## src/rtl/mem_access_unit_pkg.sv

```systemverilog
// Shared definitions for the memory-stage access controller: funct3/size codes,
// FSM states, byte-enable constants and the misalignment rule.
package mem_pkg;

  localparam logic [2:0] F3_LB  = 3'b000;
  localparam logic [2:0] F3_LH  = 3'b001;
  localparam logic [2:0] F3_LW  = 3'b010;
  localparam logic [2:0] F3_LBU = 3'b100;
  localparam logic [2:0] F3_LHU = 3'b101;

  localparam logic [1:0] ST_SB = 2'b00;
  localparam logic [1:0] ST_SH = 2'b01;
  localparam logic [1:0] ST_SW = 2'b10;

  localparam logic [3:0] BE_BYTE = 4'b0001;
  localparam logic [3:0] BE_HALF = 4'b0011;
  localparam logic [3:0] BE_WORD = 4'b1111;

  typedef enum logic [1:0] {
    S_IDLE   = 2'd0,
    S_ACCESS = 2'd1,
    S_DONE   = 2'd2
  } state_t;

  // Unknown funct3/size codes behave as full-word accesses.
  function automatic logic is_misaligned(input logic       i_is_load,
                                         input logic [2:0] i_f3,
                                         input logic [1:0] i_size,
                                         input logic [1:0] i_addr_lo);
    logic r_mis;
    r_mis = 1'b0;
    if (i_is_load) begin
      case (i_f3)
        F3_LB, F3_LBU: r_mis = 1'b0;
        F3_LH, F3_LHU: r_mis = i_addr_lo[0];
        default:       r_mis = (i_addr_lo != 2'b00);
      endcase
    end else begin
      case (i_size)
        ST_SB:   r_mis = 1'b0;
        ST_SH:   r_mis = i_addr_lo[0];
        default: r_mis = (i_addr_lo != 2'b00);
      endcase
    end
    return r_mis;
  endfunction

endpackage

```

## src/rtl/mem_access_unit_if.sv

```systemverilog
// Data-memory request/acknowledge bus between the access controller and memory.
interface mem_access_unit_if;
  logic        DMEM_REQ;
  logic        DMEM_WE;
  logic [31:0] DMEM_ADDR;
  logic [31:0] DMEM_WDATA;
  logic [3:0]  DMEM_BYTE_EN;
  logic [31:0] DMEM_RDATA;
  logic        DMEM_ACK;

  modport master (
    output DMEM_REQ, DMEM_WE, DMEM_ADDR, DMEM_WDATA, DMEM_BYTE_EN,
    input  DMEM_RDATA, DMEM_ACK
  );

  modport slave (
    input  DMEM_REQ, DMEM_WE, DMEM_ADDR, DMEM_WDATA, DMEM_BYTE_EN,
    output DMEM_RDATA, DMEM_ACK
  );
endinterface

```

## src/rtl/mem_access_unit_lane_align.sv

```systemverilog
// Combinational lane logic: store byte replication/strobes and load
// byte/half extraction with sign or zero extension.
module mem_lane_align
  import mem_pkg::*;
(
  input  logic [1:0]  i_st_addr_lo,
  input  logic [1:0]  i_st_size,
  input  logic [31:0] i_st_data,
  output logic [31:0] o_wdata,
  output logic [3:0]  o_byte_en,
  input  logic [1:0]  i_ld_addr_lo,
  input  logic [2:0]  i_ld_f3,
  input  logic [31:0] i_rdata,
  output logic [31:0] o_ld_data
);

  logic [7:0]  w_byte;
  logic [15:0] w_half;

  always_comb begin
    o_wdata   = i_st_data;
    o_byte_en = BE_WORD;
    case (i_st_size)
      ST_SB: begin
        o_wdata   = {4{i_st_data[7:0]}};
        o_byte_en = BE_BYTE << i_st_addr_lo;
      end
      ST_SH: begin
        o_wdata   = {2{i_st_data[15:0]}};
        o_byte_en = BE_HALF << {i_st_addr_lo[1], 1'b0};
      end
      default: begin
        o_wdata   = i_st_data;
        o_byte_en = BE_WORD;
      end
    endcase
  end

  always_comb begin
    w_byte = i_rdata[7:0];
    case (i_ld_addr_lo)
      2'd0: w_byte = i_rdata[7:0];
      2'd1: w_byte = i_rdata[15:8];
      2'd2: w_byte = i_rdata[23:16];
      2'd3: w_byte = i_rdata[31:24];
      default: w_byte = i_rdata[7:0];
    endcase
    w_half = i_ld_addr_lo[1] ? i_rdata[31:16] : i_rdata[15:0];

    o_ld_data = i_rdata;
    case (i_ld_f3)
      F3_LB:   o_ld_data = {{24{w_byte[7]}}, w_byte};
      F3_LH:   o_ld_data = {{16{w_half[15]}}, w_half};
      F3_LBU:  o_ld_data = {24'd0, w_byte};
      F3_LHU:  o_ld_data = {16'd0, w_half};
      default: o_ld_data = i_rdata;
    endcase
  end

endmodule

```

## src/rtl/mem_access_unit.sv

```systemverilog
// Memory-stage access controller: IDLE/ACCESS/DONE handshake with data memory,
// pipeline stall generation and registered load result. Option: MEM_MISALIGN_TRAP_EN.
module mem_access_unit
  import mem_pkg::*;
(
  input  logic               CLK,
  input  logic               RESET,
  input  logic [31:0]        MEM_ALU_OUT,
  input  logic [31:0]        MEM_REG_DATA2,
  input  logic [3:0]         MEM_DATA_MEM_READ,
  input  logic [2:0]         MEM_DATA_MEM_WRITE,
  mem_access_unit_if.master  dmem,
  output logic [31:0]        MEM_READ_DATA,
  output logic               MEM_BUSY,
  output logic               MEM_FAULT
);

  state_t      r_state;
  state_t      w_next;
  logic        w_ld_en;
  logic        w_st_en;
  logic        w_any_en;
  logic        w_misalign;
  logic        w_latch;
  logic        w_capture;
  logic [31:0] w_wdata;
  logic [3:0]  w_byte_en;
  logic [31:0] w_ld_data;

  logic [31:0] r_addr;
  logic [1:0]  r_addr_lo;
  logic        r_we;
  logic [31:0] r_wdata;
  logic [3:0]  r_byte_en;
  logic [2:0]  r_ld_f3;
  logic [31:0] r_rd_data;

  assign w_ld_en  = MEM_DATA_MEM_READ[3];
  assign w_st_en  = MEM_DATA_MEM_WRITE[2];
  assign w_any_en = w_ld_en | w_st_en;

`ifdef MEM_MISALIGN_TRAP_EN
  logic r_misalign;
  assign w_misalign = is_misaligned(w_ld_en, MEM_DATA_MEM_READ[2:0],
                                    MEM_DATA_MEM_WRITE[1:0], MEM_ALU_OUT[1:0]);
`else
  assign w_misalign = 1'b0;
`endif

  mem_lane_align u_lane_align (
    .i_st_addr_lo (MEM_ALU_OUT[1:0]),
    .i_st_size    (MEM_DATA_MEM_WRITE[1:0]),
    .i_st_data    (MEM_REG_DATA2),
    .o_wdata      (w_wdata),
    .o_byte_en    (w_byte_en),
    .i_ld_addr_lo (r_addr_lo),
    .i_ld_f3      (r_ld_f3),
    .i_rdata      (dmem.DMEM_RDATA),
    .o_ld_data    (w_ld_data)
  );

  always_ff @(posedge CLK or posedge RESET) begin
    if (RESET) r_state <= S_IDLE;
    else       r_state <= w_next;
  end

  // Acks outside ACCESS are ignored because only the ACCESS arm looks at them.
  always_comb begin
    w_next    = r_state;
    w_latch   = 1'b0;
    w_capture = 1'b0;
    case (r_state)
      S_IDLE: begin
        if (w_any_en) begin
          w_latch = 1'b1;
          w_next  = w_misalign ? S_DONE : S_ACCESS;
        end
      end
      S_ACCESS: begin
        if (dmem.DMEM_ACK) begin
          w_next    = S_DONE;
          w_capture = ~r_we;
        end
      end
      S_DONE:  w_next = S_IDLE;
      default: w_next = S_IDLE;
    endcase
  end

  // Load wins over store when both enables are set, so WE is simply !load.
  always_ff @(posedge CLK or posedge RESET) begin
    if (RESET) begin
      r_addr    <= 32'd0;
      r_addr_lo <= 2'd0;
      r_we      <= 1'b0;
      r_wdata   <= 32'd0;
      r_byte_en <= 4'd0;
      r_ld_f3   <= 3'd0;
      r_rd_data <= 32'd0;
    end else begin
      if (w_latch) begin
        r_addr    <= {MEM_ALU_OUT[31:2], 2'b00};
        r_addr_lo <= MEM_ALU_OUT[1:0];
        r_we      <= ~w_ld_en;
        r_wdata   <= w_wdata;
        r_byte_en <= w_byte_en;
        r_ld_f3   <= MEM_DATA_MEM_READ[2:0];
      end
      if (w_capture) r_rd_data <= w_ld_data;
    end
  end

`ifdef MEM_MISALIGN_TRAP_EN
  always_ff @(posedge CLK or posedge RESET) begin
    if (RESET)        r_misalign <= 1'b0;
    else if (w_latch) r_misalign <= w_misalign;
  end
  assign MEM_FAULT = (r_state == S_DONE) & r_misalign;
`else
  assign MEM_FAULT = 1'b0;
`endif

  assign dmem.DMEM_REQ     = (r_state == S_ACCESS);
  assign dmem.DMEM_WE      = r_we;
  assign dmem.DMEM_ADDR    = r_addr;
  assign dmem.DMEM_WDATA   = r_wdata;
  assign dmem.DMEM_BYTE_EN = r_byte_en;
  assign MEM_READ_DATA     = r_rd_data;
  assign MEM_BUSY          = ((r_state == S_IDLE) & w_any_en) | (r_state == S_ACCESS);

endmodule

```

## src/flat_wrapper.sv

```systemverilog
// flat-port wrapper written by rule: the top's interface ports become plain ports
module mem_access_unit_flat import mem_pkg::*;
  (CLK, RESET, MEM_ALU_OUT, MEM_REG_DATA2, MEM_DATA_MEM_READ, MEM_DATA_MEM_WRITE, MEM_READ_DATA, MEM_BUSY, MEM_FAULT, dmem_DMEM_REQ, dmem_DMEM_WE, dmem_DMEM_ADDR, dmem_DMEM_WDATA, dmem_DMEM_BYTE_EN, dmem_DMEM_RDATA, dmem_DMEM_ACK);
  mem_access_unit_if dmem_i ();
  input  logic CLK;
  input  logic RESET;
  input  logic [31:0] MEM_ALU_OUT;
  input  logic [31:0] MEM_REG_DATA2;
  input  logic [3:0] MEM_DATA_MEM_READ;
  input  logic [2:0] MEM_DATA_MEM_WRITE;
  output logic [31:0] MEM_READ_DATA;
  output logic MEM_BUSY;
  output logic MEM_FAULT;
  output wire logic [$bits(dmem_i.DMEM_REQ)-1:0] dmem_DMEM_REQ;
  output wire logic [$bits(dmem_i.DMEM_WE)-1:0] dmem_DMEM_WE;
  output wire logic [$bits(dmem_i.DMEM_ADDR)-1:0] dmem_DMEM_ADDR;
  output wire logic [$bits(dmem_i.DMEM_WDATA)-1:0] dmem_DMEM_WDATA;
  output wire logic [$bits(dmem_i.DMEM_BYTE_EN)-1:0] dmem_DMEM_BYTE_EN;
  input wire logic [$bits(dmem_i.DMEM_RDATA)-1:0] dmem_DMEM_RDATA;
  input wire logic [$bits(dmem_i.DMEM_ACK)-1:0] dmem_DMEM_ACK;
  assign dmem_DMEM_REQ = dmem_i.DMEM_REQ;
  assign dmem_DMEM_WE = dmem_i.DMEM_WE;
  assign dmem_DMEM_ADDR = dmem_i.DMEM_ADDR;
  assign dmem_DMEM_WDATA = dmem_i.DMEM_WDATA;
  assign dmem_DMEM_BYTE_EN = dmem_i.DMEM_BYTE_EN;
  assign dmem_i.DMEM_RDATA = dmem_DMEM_RDATA;
  assign dmem_i.DMEM_ACK = dmem_DMEM_ACK;
  mem_access_unit u_core (.CLK(CLK), .RESET(RESET), .MEM_ALU_OUT(MEM_ALU_OUT), .MEM_REG_DATA2(MEM_REG_DATA2), .MEM_DATA_MEM_READ(MEM_DATA_MEM_READ), .MEM_DATA_MEM_WRITE(MEM_DATA_MEM_WRITE), .dmem(dmem_i), .MEM_READ_DATA(MEM_READ_DATA), .MEM_BUSY(MEM_BUSY), .MEM_FAULT(MEM_FAULT));
endmodule
```

## config.mk

```make
export PLATFORM = sky130hd
export DESIGN_NAME = mem_access_unit_flat
export DESIGN_NICKNAME = d
export VERILOG_FILES = /design/src/rtl/mem_access_unit_pkg.sv /design/src/rtl/mem_access_unit_if.sv /design/src/rtl/mem_access_unit_lane_align.sv /design/src/rtl/mem_access_unit.sv /design/src/flat_wrapper.sv
export SDC_FILE = /design/constraint.sdc
export NUM_CORES = 1
export LEC_CHECK = 0
export CORE_MARGIN = 2
export CORE_UTILIZATION = 43
export CTS_BUF_LIST = sky130_fd_sc_hd__clkbuf_16
export DETAILED_ROUTE_END_ITERATION = 6
export PLACE_DENSITY = 0.9
export SLEW_MARGIN = 20
export SYNTH_ARGS = -nofsm -noshare
export SYNTH_HDL_FRONTEND = slang
export SYNTH_SLANG_ARGS = --single-unit
```

## constraint.sdc

```tcl
create_clock -name CLK -period 4.85 [get_ports CLK]
set_input_delay 1.455 -clock CLK [delete_from_list [all_inputs] [get_ports CLK]]
set_output_delay 1.455 -clock CLK [all_outputs]
set_load 0.02 [all_outputs]
```

==> results of run 1 <==
[state kept, by name (all words and copies together), names as in the netlist]
name,flops
u_core.dmem.DMEM_WE,1
u_core.MEM_READ_DATA,32
u_core.dmem.DMEM_ADDR,30
u_core.dmem.DMEM_BYTE_EN,4
u_core.dmem.DMEM_WDATA,32
u_core.r_addr_lo,2
u_core.r_ld_f3,3
u_core.r_state,2
[kinds of logic (layout without fill, tap and decap cells)]
group | Yosys count | count (layout)
and+or+nand+nor | 254 | 254
DFF | 106 | 106
AOI/OAI and AO/OA | 99 | 99
buffers and inverters | 45 | 235
muxes | 35 | 35
other | 1 | 3
[per-layer routing]
| metal | up-vias | GRT usage | routed length, um |
|---|---|---|---|
| met2 | 219 | 0.404 | 7140 |
| met3 | 25 | 0.0880 | 1530 |
| met5 | - | 0 | 0 |
| met1 | 2218 | 0.268 | 5360 |
| met4 | 0 | 0.0733 | 346 |
| li1 | 2156 | - | - |
[through the flow]
stage	utilization	cells	cell area [um^2]
2_1_floorplan	-	542	4960
3_3_place_gp	0.626	859	7080
3_5_place_dp	0.626	859	7080
4_1_cts	0.650	875	7350
5_1_grt	0.650	875	7360
6_report	0.650	875	7360
[power by group through the flow]
stage                     Clock, W  Combinational, W  Sequential (W)
after detailed placement         0           0.00257         0.00167
after global placement           0           0.00250         0.00164
final                     0.000674           0.00256         0.00166
after CTS                 0.000690           0.00258         0.00166
after global routing      0.000718           0.00276         0.00171
after floorplan                  0          0.000996         0.00206
[how the worst max path moves through the flow]
stage	from	endpoint	slack, ns	cells after the start
final	MEM_DATA_MEM_READ[3]	MEM_BUSY	0.63	4
after global placement	MEM_DATA_MEM_WRITE[2]	MEM_BUSY	0.65	4
after floorplan	RESET	u_core.MEM_READ_DATA[0]	0.61	1
after global routing	MEM_DATA_MEM_WRITE[2]	MEM_BUSY	0.60	4
after detailed placement	MEM_DATA_MEM_READ[3]	MEM_BUSY	0.64	4
after CTS	MEM_DATA_MEM_READ[3]	MEM_BUSY	0.63	4
[cells in the mapped netlist]
master | count | area share
o221a_2 | 7 | 0.016
nor2_1 | 31 | 0.024
or2_2 | 7 | 0.0088
dfrtp_1 | 106 | 0.54
nor4b_1 | 1 | 0.0018
nor3_2 | 1 | 0.0020
nand3b_1 | 7 | 0.011
buf_2 | 4 | 0.0040
o31a_1 | 1 | 0.0018
o21a_1 | 1 | 0.0015
nand2b_1 | 2 | 0.0025
nor4bb_1 | 1 | 0.0020
o21ai_1 | 1 | 0.0010
nor2b_1 | 1 | 0.0013
o21ai_0 | 42 | 0.042
a31oi_1 | 9 | 0.011
buf_12 | 1 | 0.0040
o221ai_1 | 1 | 0.0018
conb_1 | 1 | 0.00076
nor4_1 | 1 | 0.0013
buf_6 | 2 | 0.0046
a21oi_4 | 10 | 0.033
o22ai_1 | 1 | 0.0013
buf_4 | 3 | 0.0046
nor3_1 | 9 | 0.0091
nor2_2 | 1 | 0.0013
clkbuf_1 | 28 | 0.021
inv_1 | 7 | 0.0053
a21oi_1 | 26 | 0.026
and2_1 | 1 | 0.0013
mux2_2 | 8 | 0.018
nand2_1 | 191 | 0.14
mux2i_1 | 27 | 0.055
[tightest hold or removal path: stages (launching register included)]
cell	delay, ns
dfrtp_1	0.35
nand2_1	0.05
nand2_1	0.05
[final cells by class]
class,count,area share
sequential,106,0.361
inverter,7,0.00425
clock buffer,9,0.0306
tap,143,0.0243
timing repair buffer,212,0.286
multi-input combinational,391,0.287
clock inverter,7,0.00629
==> results.md, run 1 <==
* Status: finished, final reports clean
* Initial antenna violation count at 0
* I/O pin count at 210
* Internal cell power at 0.00284 W
* Crit-path leading delay family: buffers and inverters
* Clock Tree Buf Depth at 2
* Hold Buf Count CTS at 0
* Peak VDD IR at 0.429 mV
* Routability-driven placement congestion ratio at 0.855
* Critical Path Max Stage Delay at 0.60 ns
* Psw at 0.00204 W
* Remaining DRCs at 0
* Post-CTS Setup Bufs at 0
* Slowest CP cell: clkdlybuf4s50_1
* Filler cells at 919
* Worst r2r dst: u_core.MEM_READ_DATA[22]
* Critical Path Sink Type: primary output
* Fin crit period at 4.22 ns
* Die Width at 111 um
* Layout cells sized above 1 at 0.0806
* CP required at 3.39 ns
* PortBufs at 206
* Final Cycle Share at 0.870
* Vias at 4,618
* Skew-Pair Late Insertion Delay at 0.33 ns
* Smallest setup slack after layout at 0.632 ns
* Seq/Total Area, Yosys at 0.536
* Switching share of power at 0.418
* Area grow syn2layout at 48.6%
* Core Area at 11,300 um^2
* Max Slew Vio Count at 0
* Vias per cell at 5.28
* Crit path buffers/inverters at 2
* Routed wire length per instance at 16.4 um
* Final TNS setup at 0 ns
* CP Max Fanout at 3
* CTS HTree Levels at 3
* CTS tree: built
* Worst slew margin at 0.392
* Initial drt markers at 256
* Most frequent cells in the layout: 206 x clkdlybuf4s50_1, 191 x nand2_1, 106 x dfrtp_1
* Register Area at 2650 um^2
* Row count at 39
* Mux contribution to synthesized area at 0.0728
* Number of max-cap violations at 0
* Setup-failing EPs final at 0
* Worst Hold Launch: u_core.dmem.DMEM_ADDR[12]
* Place WS at 0.642 ns
* Simple-Gate Fraction of Synth Area at 0.210
* Starting density of the core at 0.437
* Unrepaired setup endpoints after global routing: no
* WS Path Type: input pin to primary output
* Post-Syn Instances at 540
* Maximum clock rate at 0.237 GHz
* Die Area at 12,400 um^2
* Ant. Diodes at 0
* PostCTS Resize Cnt at 0
* Area occupied by multi-input gates at 2110 um^2
* Min Hold Slack at 0.477 ns
* Post-Syn Area at 4950 um^2
* Synth warn at 0
* Vias in the first global route at 4,700
* Hold WC Path Type: flop to flop
* Leak at 3.22 nW
* Adder-cell share of the synthesized area at 0
* Worst r2r src: u_core.r_addr_lo[1]
* Hold Crit Depth at 2
* Gate power share at 0.523
* Sequential power share at 0.339
* CP Cell Sequence: clkdlybuf4s50_1 > o21ai_4 > nand2_1 > clkdlybuf4s50_1
* Post-DP HPWL at 10.7 mm
* Pwr Total at 0.00489 W
* Clk_skew at 0.00498 ns
* Arr. time, crit path at 2.76 ns
* Worst slew pin tran at 0.911 ns
* Most used cell, CP: clkdlybuf4s50_1
* Post-Synth XOR/XNOR Area at 0
* Total CTS buffers at 9
* Synthesized flop and latch total at 106
* Grt total ovfl at 0
* Final Hold Fails at 0
* Worst R2R Setup Slack at 2.49 ns
* Hold endpoint: u_core.dmem.DMEM_ADDR[12]
* P per Cell Area at 664 nW/um^2
* Largest net degree at the start of global routing at 96
* Combinational family with the most area after synthesis: simple AND/OR/NAND/NOR gates
* First-pass GRT wire length at 23.4 mm
* Clock power frac at 0.138
* Critical Path Start Type: input pin
* Die height at 111 um
* Clk pin slew, worst setup/hold paths at 0.07 ns
* DRT Pass-1 Iters at 4
* Avg Synthesized Cell Area at 9.16 um^2
* Routed Antenna Nets at 0
* Final net count at 833
* GRT Overall Usage at 0.233
* Clk sink count at 106
* Synth cell types at 33
* Worst Reg-to-Reg Cells at 5
* Clk root buf: clkbuf_16
* Total Wirelength at 14.4 mm
* Synth Area in Compound Gates at 0.136
* Most common cell after layout, fill and taps aside: clkdlybuf4s50_1
(Power assumes the default switching activity.)
==> run 2, diff against run 1 <==
--- a/config.mk
+++ b/config.mk
@@ -5,6 +5,7 @@
 export SDC_FILE = /design/constraint.sdc
 export NUM_CORES = 1
 export LEC_CHECK = 0
+export CORE_ASPECT_RATIO = 0.5
 export CORE_MARGIN = 2
 export CORE_UTILIZATION = 43
 export CTS_BUF_LIST = sky130_fd_sc_hd__clkbuf_16
==> constraint.sdc (replaced) <==
create_clock -name CLK -period 4.7 [get_ports CLK]
set_input_delay 1.41 -clock CLK [delete_from_list [all_inputs] [get_ports CLK]]
set_output_delay 1.41 -clock CLK [all_outputs]
set_load 0.02 [all_outputs]
==> results.md, run 2 (synthesis results as in run 1) <==
* Remaining DRCs at 0
* Internal cell power at 0.00294 W
* Routed Antenna Nets at 0
* Most common cell after layout, fill and taps aside: clkdlybuf4s50_1
* Ant. Diodes at 0
* Routed wire length per instance at 16.1 um
* Grt total ovfl at 0
* Clock power frac at 0.141
* Worst R2R Setup Slack at 2.35 ns
* Number of max-cap violations at 0
* Largest net degree at the start of global routing at 96
* Unrepaired setup endpoints after global routing: no
* Critical Path Max Stage Delay at 0.60 ns
* Sequential power share at 0.336
* Most frequent cells in the layout: 206 x clkdlybuf4s50_1, 191 x nand2_1, 106 x dfrtp_1
* Final net count at 834
* Fin crit period at 4.13 ns
* Switching share of power at 0.418
* Clk pin slew, worst setup/hold paths at 0.07 ns
* Status: finished, final reports clean
* Routability-driven placement congestion ratio at 0.804
* Max Slew Vio Count at 0
* Critical Path Start Type: input pin
* Worst r2r src: u_core.r_addr_lo[1]
* Most used cell, CP: clkdlybuf4s50_1
* Skew-Pair Late Insertion Delay at 0.34 ns
* Hold WC Path Type: flop to flop
* Arr. time, crit path at 2.72 ns
* Die Area at 12,400 um^2
* CTS HTree Levels at 3
* PortBufs at 206
* Clock Tree Buf Depth at 2
* I/O pin count at 210
* Critical Path Sink Type: primary output
* CP required at 3.29 ns
* Layout cells sized above 1 at 0.0805
* First-pass GRT wire length at 22.8 mm
* DRT Pass-1 Iters at 4
* PostCTS Resize Cnt at 0
* Core Area at 11,100 um^2
* Gate power share at 0.523
* P per Cell Area at 686 nW/um^2
* Peak VDD IR at 0.339 mV
* Post-CTS Setup Bufs at 0
* Initial drt markers at 195
* Vias in the first global route at 4,574
* Final Cycle Share at 0.878
* Worst setup path end: MEM_BUSY
* Hold Buf Count CTS at 0
* Initial antenna violation count at 0
* Final Hold Fails at 0
* Maximum clock rate at 0.242 GHz
* Clk_skew at 0.00337 ns
* Total Wirelength at 14.2 mm
* Vias per cell at 5.09
* CP Max Fanout at 3
* Psw at 0.00211 W
* Clk root buf: clkbuf_16
* WS Path Type: input pin to primary output
* Worst slew pin tran at 0.965 ns
* Worst r2r dst: u_core.MEM_READ_DATA[27]
* Final TNS setup at 0 ns
* GRT Overall Usage at 0.234
* Row count at 27
* Area grow syn2layout at 48.9%
* Total CTS buffers at 9
* Slowest CP cell: clkdlybuf4s50_1
* Die Width at 156 um
* Area occupied by multi-input gates at 2110 um^2
* Clk sink count at 106
* Place WS at 0.581 ns
* Worst Setup SP: MEM_DATA_MEM_WRITE[2]
* Leak at 3.23 nW
* Smallest setup slack after layout at 0.572 ns
* Starting density of the core at 0.445
* Register Area at 2650 um^2
* Vias at 4,466
* CTS tree: built
* Setup-failing EPs final at 0
* CP Cell Sequence: clkdlybuf4s50_1 > o21ai_4 > nand2_1 > clkdlybuf4s50_1
* Filler cells at 857
* Die height at 79.9 um
* Post-DP HPWL at 10.4 mm
* Worst slew margin at 0.357
* Worst Reg-to-Reg Cells at 5
## run 2: power groups by stage
stage | Clock (W) | Sequential (W) | Combinational, W
after CTS | 0.000723 | 0.00170 | 0.00267
after global placement | 0 | 0.00170 | 0.00259
final | 0.000713 | 0.00170 | 0.00264
after global routing | 0.000769 | 0.00176 | 0.00285
after floorplan | 0 | 0.00212 | 0.00103
after detailed placement | 0 | 0.00171 | 0.00266
## run 2: how the worst min path moves through the flow
stage	from	cells after the start	slack [ns]	endpoint
floorplan	u_core.r_ld_f3[2]	2	0.51	u_core.r_ld_f3[2]
global placement	u_core.dmem.DMEM_ADDR[6]	2	0.46	u_core.dmem.DMEM_ADDR[6]
detailed placement	u_core.dmem.DMEM_WDATA[4]	2	0.46	u_core.dmem.DMEM_WDATA[4]
CTS	u_core.dmem.DMEM_WDATA[4]	2	0.48	u_core.dmem.DMEM_WDATA[4]
global route	u_core.dmem.DMEM_BYTE_EN[2]	2	0.50	u_core.dmem.DMEM_BYTE_EN[2]
finish	u_core.dmem.DMEM_WDATA[4]	2	0.48	u_core.dmem.DMEM_WDATA[4]
## run 2: critical path: cells and delay by family
family                 cells  cell delay [ns]
AO/OA/AOI/OAI              1             0.08
buffers and inverters      2             1.15
AND/OR/NAND/NOR            1             0.07
## run 2: cell type report
class                   instances  area share
clock buffers                   9      0.0306
repair buffers                213       0.287
multi-input cells             391       0.287
flip-flops and latches        106       0.360
clock inverters                 7     0.00730
inverters                       7     0.00390
well taps                     145      0.0246
## run 2: layer usage
| layer | wire length, um | global-route usage | vias to the layer above | share of wire |
|---|---|---|---|---|
| met5 | 0 | 0 | - | 0 |
| met1 | 5900 | 0.279 | 2129 | 0.42 |
| met3 | 762 | 0.0499 | 25 | 0.054 |
| li1 | - | - | 2151 | - |
| met2 | 7270 | 0.430 | 161 | 0.51 |
| met4 | 235 | 0.0679 | 0 | 0.017 |
## run 2: per-stage QoR
step                      instance area [um^2]  hold WS [ns]  total power [W]  cells  utilization
after floorplan                           4960         0.514          0.00315    542            -
after CTS                                 7370         0.479          0.00509    878        0.663
after global placement                    7090         0.457          0.00429    862        0.638
after global routing                      7370         0.502          0.00538    878        0.663
final                                     7370         0.475          0.00506    878        0.663
after detailed placement                  7090         0.461          0.00437    862        0.638
